**config.mk**
```make
export PLATFORM = sky130hd
export DESIGN_NAME = dmem_arbiter_flat
export DESIGN_NICKNAME = d
export VERILOG_FILES = /design/src/rtl/dmem_arbiter_if.sv /design/src/rtl/dmem_arbiter.sv /design/src/flat_wrapper.sv
export SDC_FILE = /design/constraint.sdc
export NUM_CORES = 1
export LEC_CHECK = 0
export BUFFER_PORTS_ARGS = -buffer_cell sky130_fd_sc_hd__buf_2
export CORE_ASPECT_RATIO = 1.25
export CORE_MARGIN = 8
export CORE_UTILIZATION = 38
export DETAILED_ROUTE_END_ITERATION = 7
export PLACE_DENSITY = 0.91
export SLEW_MARGIN = 20
export SYNTH_ARGS = -nofsm -noshare
export SYNTH_HDL_FRONTEND = slang
export SYNTH_SLANG_ARGS = --single-unit
```
**constraint.sdc**
```tcl
create_clock -name clk -period 1.9 [get_ports clk]
set_input_delay 0.19 -clock clk [delete_from_list [all_inputs] [get_ports clk]]
set_output_delay 0.19 -clock clk [all_outputs]
set_load 0.01 [all_outputs]
```
**src/rtl/dmem_arbiter_if.sv**
```systemverilog
// dmem_arbiter_if: requester-side and DataMemory-side signals of the data memory arbiter.
//   Requester side: req0/req1, we0/we1, addr0/addr1, wdata0/wdata1 (to arbiter);
//                   ack0/ack1, rdata, busy (from arbiter).
//   Memory side:    mem_rd, mem_wr, mem_addr, mem_wdata (from arbiter); mem_rdata (to arbiter).
//   slave modport is the arbiter's view; master modport is the environment's view.
interface dmem_arbiter_if #(
   parameter int unsigned ADDR_W = 16,
   parameter int unsigned DATA_W = 32
);
   localparam int unsigned MEM_ADDR_W = 32;

   logic                  req0;
   logic                  req1;
   logic                  we0;
   logic                  we1;
   logic [ADDR_W-1:0]     addr0;
   logic [ADDR_W-1:0]     addr1;
   logic [DATA_W-1:0]     wdata0;
   logic [DATA_W-1:0]     wdata1;
   logic                  ack0;
   logic                  ack1;
   logic [DATA_W-1:0]     rdata;
   logic                  busy;
   logic                  mem_rd;
   logic                  mem_wr;
   logic [MEM_ADDR_W-1:0] mem_addr;
   logic [DATA_W-1:0]     mem_wdata;
   logic [DATA_W-1:0]     mem_rdata;

   modport slave (
      input  req0, req1, we0, we1, addr0, addr1, wdata0, wdata1, mem_rdata,
      output ack0, ack1, rdata, busy, mem_rd, mem_wr, mem_addr, mem_wdata
   );

   modport master (
      output req0, req1, we0, we1, addr0, addr1, wdata0, wdata1, mem_rdata,
      input  ack0, ack1, rdata, busy, mem_rd, mem_wr, mem_addr, mem_wdata
   );
endinterface

```
**src/rtl/dmem_arbiter.sv**
```systemverilog
// dmem_arbiter: round-robin arbiter/sequencer sharing the single DataMemory port between
// the CPU load/store path (port 0) and the program/debug loader (port 1).
// Each grant runs IDLE -> ACCESS (one memory strobe cycle) -> RESP (one ack cycle).
// Ports:
//   clk  - single clock, all state changes on posedge
//   rst  - synchronous active-high reset
//   bus  - dmem_arbiter_if.slave: requester handshakes plus DataMemory strobes/data
module dmem_arbiter #(
   parameter int unsigned ADDR_W = 16,
   parameter int unsigned DATA_W = 32
) (
   input logic          clk,
   input logic          rst,
   dmem_arbiter_if.slave bus
);
   localparam int unsigned MEM_ADDR_W = 32;

   typedef enum logic [1:0] {
      IDLE   = 2'd0,
      ACCESS = 2'd1,
      RESP   = 2'd2
   } state_t;

   state_t              state;
   logic                last;
   logic                id_l;
   logic                we_l;
   logic [ADDR_W-1:0]   addr_l;
   logic [DATA_W-1:0]   wdata_l;
   logic                ack0_r;
   logic                ack1_r;
   logic                busy_r;
   logic                mem_rd_r;
   logic                mem_wr_r;

   logic                cand0_c;
   logic                cand1_c;
   logic                grant_c;
   logic                win_c;

   // Arbitration: the port being acked in RESP still holds req, so it is excluded.
   always_comb begin
      cand0_c = bus.req0 && !((state == RESP) && (id_l == 1'b0));
      cand1_c = bus.req1 && !((state == RESP) && (id_l == 1'b1));
      grant_c = (state != ACCESS) && (cand0_c || cand1_c);
      if (cand0_c && cand1_c) begin
         win_c = ~last;
      end else begin
         win_c = cand1_c;
      end
   end

   // Sequencer: grant/latch, one-cycle memory strobe, one-cycle ack.
   always_ff @(posedge clk) begin
      if (rst) begin
         state    <= IDLE;
         last     <= 1'b1;
         id_l     <= 1'b0;
         we_l     <= 1'b0;
         addr_l   <= '0;
         wdata_l  <= '0;
         ack0_r   <= 1'b0;
         ack1_r   <= 1'b0;
         busy_r   <= 1'b0;
         mem_rd_r <= 1'b0;
         mem_wr_r <= 1'b0;
      end else begin
         ack0_r   <= 1'b0;
         ack1_r   <= 1'b0;
         mem_rd_r <= 1'b0;
         mem_wr_r <= 1'b0;
         case (state)
            ACCESS: begin
               state  <= RESP;
               busy_r <= 1'b1;
               ack0_r <= ~id_l;
               ack1_r <= id_l;
            end
            default: begin
               if (grant_c) begin
                  state    <= ACCESS;
                  busy_r   <= 1'b1;
                  id_l     <= win_c;
                  last     <= win_c;
                  we_l     <= win_c ? bus.we1 : bus.we0;
                  addr_l   <= win_c ? bus.addr1 : bus.addr0;
                  wdata_l  <= win_c ? bus.wdata1 : bus.wdata0;
                  mem_rd_r <= win_c ? ~bus.we1 : ~bus.we0;
                  mem_wr_r <= win_c ? bus.we1 : bus.we0;
               end else begin
                  state  <= IDLE;
                  busy_r <= 1'b0;
               end
            end
         endcase
      end
   end

   assign bus.ack0      = ack0_r;
   assign bus.ack1      = ack1_r;
   assign bus.busy      = busy_r;
   assign bus.mem_rd    = mem_rd_r;
   assign bus.mem_wr    = mem_wr_r;
   assign bus.mem_addr  = MEM_ADDR_W'(addr_l);
   assign bus.mem_wdata = wdata_l;
   // MemOut is already registered by the memory, so read data is forwarded in RESP.
   assign bus.rdata     = ((state == RESP) && !we_l) ? bus.mem_rdata : '0;
endmodule

```
**src/flat_wrapper.sv**
```systemverilog
// flat-port wrapper written by rule: the top's interface ports become plain ports
module dmem_arbiter_flat 
#(
   parameter int unsigned ADDR_W = 16,
   parameter int unsigned DATA_W = 32
)
  (clk, rst, bus_req0, bus_req1, bus_we0, bus_we1, bus_addr0, bus_addr1, bus_wdata0, bus_wdata1, bus_mem_rdata, bus_ack0, bus_ack1, bus_rdata, bus_busy, bus_mem_rd, bus_mem_wr, bus_mem_addr, bus_mem_wdata);
  dmem_arbiter_if #(.ADDR_W(ADDR_W), .DATA_W(DATA_W)) bus_i ();
  input logic clk;
  input logic rst;
  input wire logic [$bits(bus_i.req0)-1:0] bus_req0;
  input wire logic [$bits(bus_i.req1)-1:0] bus_req1;
  input wire logic [$bits(bus_i.we0)-1:0] bus_we0;
  input wire logic [$bits(bus_i.we1)-1:0] bus_we1;
  input wire logic [$bits(bus_i.addr0)-1:0] bus_addr0;
  input wire logic [$bits(bus_i.addr1)-1:0] bus_addr1;
  input wire logic [$bits(bus_i.wdata0)-1:0] bus_wdata0;
  input wire logic [$bits(bus_i.wdata1)-1:0] bus_wdata1;
  input wire logic [$bits(bus_i.mem_rdata)-1:0] bus_mem_rdata;
  output wire logic [$bits(bus_i.ack0)-1:0] bus_ack0;
  output wire logic [$bits(bus_i.ack1)-1:0] bus_ack1;
  output wire logic [$bits(bus_i.rdata)-1:0] bus_rdata;
  output wire logic [$bits(bus_i.busy)-1:0] bus_busy;
  output wire logic [$bits(bus_i.mem_rd)-1:0] bus_mem_rd;
  output wire logic [$bits(bus_i.mem_wr)-1:0] bus_mem_wr;
  output wire logic [$bits(bus_i.mem_addr)-1:0] bus_mem_addr;
  output wire logic [$bits(bus_i.mem_wdata)-1:0] bus_mem_wdata;
  assign bus_i.req0 = bus_req0;
  assign bus_i.req1 = bus_req1;
  assign bus_i.we0 = bus_we0;
  assign bus_i.we1 = bus_we1;
  assign bus_i.addr0 = bus_addr0;
  assign bus_i.addr1 = bus_addr1;
  assign bus_i.wdata0 = bus_wdata0;
  assign bus_i.wdata1 = bus_wdata1;
  assign bus_i.mem_rdata = bus_mem_rdata;
  assign bus_ack0 = bus_i.ack0;
  assign bus_ack1 = bus_i.ack1;
  assign bus_rdata = bus_i.rdata;
  assign bus_busy = bus_i.busy;
  assign bus_mem_rd = bus_i.mem_rd;
  assign bus_mem_wr = bus_i.mem_wr;
  assign bus_mem_addr = bus_i.mem_addr;
  assign bus_mem_wdata = bus_i.mem_wdata;
  dmem_arbiter #(.ADDR_W(ADDR_W), .DATA_W(DATA_W)) u_core (.clk(clk), .rst(rst), .bus(bus_i));
endmodule
```
==> impl_metrics.py, run 1 <==
metrics = {
    "outcome": {
        "outcome": "complete, no violations",
    },
    "global_routing": {
        "grt_usage": 0.1784,
        "grt_pass1_wl_um": 14410,
        "grt_max_degree": 33,
        "grt_overflow": 0,
        "antenna_found_initial": 0,
        "grt_pass1_vias": 2923,
    },
    "clock_tree": {
        "clockBufferDepth": 2,
        "root_buffer": "clkbuf_8",
        "clk_pin_slew_ns": 0.07,
        "holdBufCountCts": 0,
        "cts_setup_buffers": 0,
        "clock_sinks": 58,
        "cts_tree": "yes",
        "clk_latency_ns": 0.33,
        "cts_made_buffers": 9,
        "cts.htree.levels": 3,
        "cts_resized": 0,
    },
    "yosys": {
        "synth_edf_count": 0,
        "ys.flop_type": "dfxtp_1",
        "synth_largest_area_cell": "dfxtp_1",
        "synth_area_per_cell_sq_um": 10.56,
        "synth.most_common_cell": "dfxtp_1",
        "ys_ff_latch": 58,
        "synth_top_area_frac": 0.4328,
        "synth.area.top_cells": "dfxtp_1 43%, mux2i_1 18%, o2bb2ai_1 16%, and2_1 7.7%, buf_4 4.8%",
        "async_flop_share": 0,
        "ys_seq_area_frac": 0.4328,
        "yosys_warnings": 0,
        "netlist_instances": 254,
        "synth_cell_type_count": 27,
        "synth_area_sq_mm": 0.002683,
        "synthTopCellsByCount": "58 x dfxtp_1, 49 x mux2i_1, 49 x o2bb2ai_1",
    },
    "cells_and_area": {
        "final_nets": 608,
        "antenna_cells": 0,
        "final_layout_size_suffix_gt1_frac": 0.5157,
        "area.growth.synth_to_final_pct": 52.24,
    },
    "detailed_routing": {
        "viasPerCell": 4.724,
        "routed_wirelength_um": 9492,
        "wl_per_cell_um": 16.68,
        "remaining_drc_errors": 0,
        "dr.first_iter.drc_count": 94,
        "num_vias": 2688,
        "first_pass_iters": 6,
        "antenna_left": 0,
    },
    "placement": {
        "gp_congestion": 0.8387,
        "hpwlAfterDp_um": 7619,
        "port_buffers": 218,
    },
    "floorplanning": {
        "fp.dieW_um": 91.15,
        "num_rows": 34,
        "io_pins": 235,
        "die_area_sq_mm": 0.01002,
        "start_util": 0.3893,
        "die_y_um": 109.9,
        "core_sq_mm": 0.006892,
    },
    "power_and_ir_drop": {
        "peakVddDrop_mv": 0.4990,
        "leakagePower_uw": 0.002288,
        "powerDensity_mw_per_mm2": 839.6,
    },
    "worst_hold_path": {
        "hp-class": "primary input to register",
    },
    "worst_setup_path": {
        "arrival_ns": 1.53,
        "critical-path-slowest-cell": "dfxtp_1",
        "critPathKind": "register to primary output",
        "cp-start-kind": "register",
        "worstPathRequired_ns": 1.71,
        "worst_setup_path_end_kind": "primary output",
        "cp_max_fo": 32,
        "path_cells": "nand2b_1, nor2_1, buf_4, and2_1, buf_2",
        "max_stage_delay_ns": 0.35,
    },
    "flow_run": {
        "maxCapViolations": 0,
    },
    "timing": {
        "max_clock_freq_mhz": 581.0,
        "rsz0062_at_grt": "false",
        "drv_slew": 0,
        "fin_crit_sh": 0.9058,
        "hold_violations": 0,
        "finalSetupViolations": 0,
        "hold_ws_ns": 0.1190,
        "period_needed_ns": 1.721,
        "fin_setup_tns_ns": 0,
        "final.setup_skew_ns": 0.01023,
    },
}
[final cells by class]
type	count	area (sq um)
fill	579	2808
clock inverter	5	77.57
multi-input combinational	174	1376
clock buffer	11	141.4
timing repair buffer	228	1204
sequential	58	1161
inverter	3	11.26
tap	90	112.6
[registers in the layout, summed over array words and instances (netlist names)]
signal / flops
u_core.bus.mem_wdata: 32
u_core.addr_l: 16
u_core.state: 2
u_core.bus.ack0: 1
u_core.bus.ack1: 1
u_core.bus.busy: 1
u_core.bus.mem_rd: 1
u_core.bus.mem_wr: 1
u_core.id_l: 1
u_core.last: 1
u_core.we_l: 1
[cells in the final DEF, fill, tap and decap left out, types with 2 or more instances in the layout]
master       n
conb_1      16
bufinv_16    2
inv_1        2
clkbuf_8    10
nand2b_1     2
nor3_1       2
buf_12       3
buf_2      218
nor2b_1      2
nand2_1      2
nor2_1       5
and2_1      33
o2bb2ai_1   49
buf_4        7
dfxtp_1     58
mux2i_1     49
clkinv_2     2
[metal layers]
| metal | vias to the layer above | GRT usage | wire (um) |
|---|---|---|---|
| met3 | 23 | 0.07582 | 791 |
| met2 | 127 | 0.2970 | 4752 |
| met1 | 1205 | 0.1903 | 3705 |
| met5 | - | 0 | 0 |
| li1 | 1333 | - | - |
| met4 | 0 | 0.09496 | 243 |
[per-stage QoR]
stage | utilization | cells | instance area, sq um | setup WS [ns] | total power [uW]
after detailed placement | 0.5608 | 553 | 3865 | 0.2122 | 2205
final | 0.5926 | 569 | 4084 | 0.1789 | 3429
after CTS | 0.5926 | 569 | 4084 | 0.1776 | 3465
after floorplan | - | 269 | 2739 | 0.5154 | 1847
after global routing | 0.5926 | 569 | 4084 | 0.05908 | 3603
after global placement | 0.5608 | 553 | 3865 | 0.2991 | 2177
[worst max-delay path: cells and delay by family, from the launching register on]
family,cells,cell delay [ns]
DFF,1,0.35
and+or+nand+nor,3,0.45
buffers and inverters,2,0.39
[logic make-up after synthesis]
kind of cell / after synthesis / share of synthesized area
AO/OA/AOI/OAI: 56 / 0.1805
flip-flops: 58 / 0.4328
AND/OR/NAND/NOR: 53 / 0.1203
multiplexers: 49 / 0.1828
buffers and inverters: 37 / 0.08209
other: 1 / 0.001398
[where the power goes]
part | switching, uW | internal (uW)
clock network | 480 | 770
registers | 71.6 | 1340
logic | 391 | 373
total | 943 | 2490
[path summary, 6_finish.rpt]
| path | cells past startpoint | startpoint | to | slack, ns |
|---|---|---|---|---|
| worst max register to register | 5 | u_core.id_l | u_core.addr_l[1] | 0.20 |
| worst max-delay path | 5 | u_core.state[0] | bus_rdata[2] | 0.18 |
| worst min-delay path | 3 | bus_wdata1[28] | u_core.bus.mem_wdata[28] | 0.12 |
| worst min register to register | 1 | u_core.bus.mem_wdata[19] | u_core.bus.mem_wdata[19] | 0.46 |
Note: power is estimated with default switching activity, not from simulation.
==> run 2: changes to the inputs <==
--- a/config.mk
+++ b/config.mk
@@ -6,11 +6,13 @@
 export NUM_CORES = 1
 export LEC_CHECK = 0
 export BUFFER_PORTS_ARGS = -buffer_cell sky130_fd_sc_hd__buf_2
+export CELL_PAD_IN_SITES_DETAIL_PLACEMENT = 0
+export CELL_PAD_IN_SITES_GLOBAL_PLACEMENT = 1
 export CORE_ASPECT_RATIO = 1.25
 export CORE_MARGIN = 8
-export CORE_UTILIZATION = 38
+export CORE_UTILIZATION = 26
 export DETAILED_ROUTE_END_ITERATION = 7
-export PLACE_DENSITY = 0.91
+export PLACE_DENSITY = 0.9
 export SLEW_MARGIN = 20
 export SYNTH_ARGS = -nofsm -noshare
 export SYNTH_HDL_FRONTEND = slang
==> run 2 against run 1 <==
  * Sequential power about the same
  * Critical path type unchanged
  * Wire length down 2.0%
  * Sequential cell count unchanged
  * Die area up 38%
  * Clock skew down 0.0037 ns
  * Highest routed layer is now met5
  * Clock power up 42%
  * Non-clock buffer count down 3
  * Largest cell class unchanged
  * Worst setup slack worse by 0.017 ns
  * Via count down 0.48%
==> impl_metrics.py, run 2 (synthesis results as in run 1) <==
metrics = {
    "outcome": {
        "outcome": "complete, no violations",
    },
    "clock_tree": {
        "clock_sinks": 58,
        "holdBufCountCts": 0,
        "clk_latency_ns": 0.31,
        "cts_setup_buffers": 0,
        "cts_made_buffers": 9,
        "cts_resized": 0,
        "cts.htree.levels": 3,
        "clk_pin_slew_ns": 0.05,
        "clockBufferDepth": 2,
        "cts_tree": "yes",
        "root_buffer": "clkbuf_16",
    },
    "placement": {
        "place_area_sq_mm": 0.003904,
        "port_buffers": 218,
        "hpwlAfterDp_um": 7646,
        "gp_congestion": 0.8788,
        "pre_cts_ws_ns": 0.2490,
    },
    "cells_and_area": {
        "final_layout_size_suffix_gt1_frac": 0.5147,
        "multiInputGateArea_sq_mm": 0.001376,
        "finish.instance_area_sq_mm": 0.004243,
        "fillers": 983,
        "largest_reg_flops": 32,
        "final_common_cell": "buf_2",
        "area.growth.synth_to_final_pct": 58.16,
        "layout_common_cells": "218 x buf_2, 58 x dfxtp_1, 49 x mux2i_1, 49 x o2bb2ai_1, 33 x and2_1",
        "register_area_sq_mm": 0.001161,
        "antenna_cells": 0,
        "final_nets": 605,
    },
    "worst_hold_path": {
        "min_path_cells": 2,
        "hold_start": "bus_req0",
        "holdPathEnd": "u_core.id_l",
        "hp-class": "primary input to register",
    },
    "detailed_routing": {
        "dr.first_iter.drc_count": 46,
        "wl_per_cell_um": 15.37,
        "remaining_drc_errors": 0,
        "num_vias": 2675,
        "routed_wirelength_um": 9299,
        "antenna_left": 0,
        "first_pass_iters": 4,
        "viasPerCell": 4.421,
    },
    "global_routing": {
        "antenna_found_initial": 1,
        "grt_usage": 0.1257,
        "grt_max_degree": 33,
        "grt_overflow": 0,
        "grt_pass1_wl_um": 14110,
        "grt_pass1_vias": 2935,
    },
    "floorplanning": {
        "die_y_um": 129.6,
        "fp.dieW_um": 106.9,
        "io_pins": 235,
        "core_sq_mm": 0.01005,
        "start_util": 0.2668,
        "num_rows": 41,
        "die_area_sq_mm": 0.01384,
    },
    "worst_setup_path": {
        "cp-start-kind": "register",
        "worstPathRequired_ns": 1.71,
        "cp_top_family": "flip-flops",
        "worst-path-buf-inv": 2,
        "reg2reg_setup_slack_ns": 0.24,
        "max_stage_delay_ns": 0.42,
        "reg2regPathDepth": 5,
        "cp_max_fo": 32,
        "r2r-start": "u_core.id_l",
        "critPathKind": "register to primary output",
        "critical-path-slowest-cell": "dfxtp_1",
        "worst_setup_path_end_kind": "primary output",
        "arrival_ns": 1.55,
        "path_cells": "nand2b_1, nor2_1, buf_4, and2_1, buf_2",
        "crit_start": "u_core.state[1]",
        "r2r-end": "u_core.addr_l[2]",
    },
    "power_and_ir_drop": {
        "powerDensity_mw_per_mm2": 930.5,
        "leakagePower_uw": 0.002331,
        "p_total_uw": 3948,
        "peakVddDrop_mv": 0.3605,
    },
    "timing": {
        "hold_ws_ns": 0.1321,
        "fin_setup_tns_ns": 0,
        "hold_violations": 0,
        "period_needed_ns": 1.738,
        "drv_slew": 0,
        "max_clock_freq_mhz": 575.3,
        "fin_crit_sh": 0.9149,
        "rsz0062_at_grt": "false",
        "setup_ws_ns": 0.1617,
        "finalSetupViolations": 0,
        "final.setup_skew_ns": 0.006480,
    },
    "flow_run": {
        "maxCapViolations": 0,
    },
}
## run 2: cell types whose count changed in the layout (fill, tap and decap cells not counted), sizes merged
cell and change:
clkinv -1, buf -3, clkbuf +1
## run 2: routing by layer
layer | vias to the layer above | track usage | part of all wire
li1 | 1330 | - | -
met2 | 111 | 0.2206 | 0.52
met1 | 1216 | 0.1308 | 0.37
met3 | 16 | 0.04868 | 0.089
met5 | - | 0 | 0.00097
met4 | 2 | 0.05311 | 0.017
## run 2: report_power, final
part	internal, uW	leakage [uW]	switching, uW
Sequential	1350	0.000479	66.8
Clock	1250	0.000165	528
Combinational	371	0.00169	387
Total	2970	0.00233	981
## run 2: worst register-to-register path, stage by stage, from the launching register on
cell       delay [ns]
dfxtp_1          0.44
nor4b_1          0.11
nor4_2           0.46
nand2_2          0.14
buf_4            0.25
o2bb2ai_1        0.19
## run 2: layout make-up
type	instances	area share
inverters	3	0.002654
well taps	129	0.03804
multi-input cells	174	0.3244
flip-flops and latches	58	0.2737
clock buffers	12	0.06281
repair buffers	225	0.2813
clock inverters	4	0.01710
## run 2: worst max path at each step
stage,to,depth (start not counted)
finish,bus_rdata[0],5
global route,bus_rdata[0],5
CTS,bus_rdata[0],5
detailed placement,u_core.bus.mem_wdata[29],5
global placement,u_core.addr_l[5],5
floorplan,u_core.last,5
## run 2: through the flow
step	util	cells
after floorplan	-	269
after global routing	0.4220	605
after CTS	0.4220	605
after global placement	0.3883	589
final	0.4220	605
after detailed placement	0.3883	589
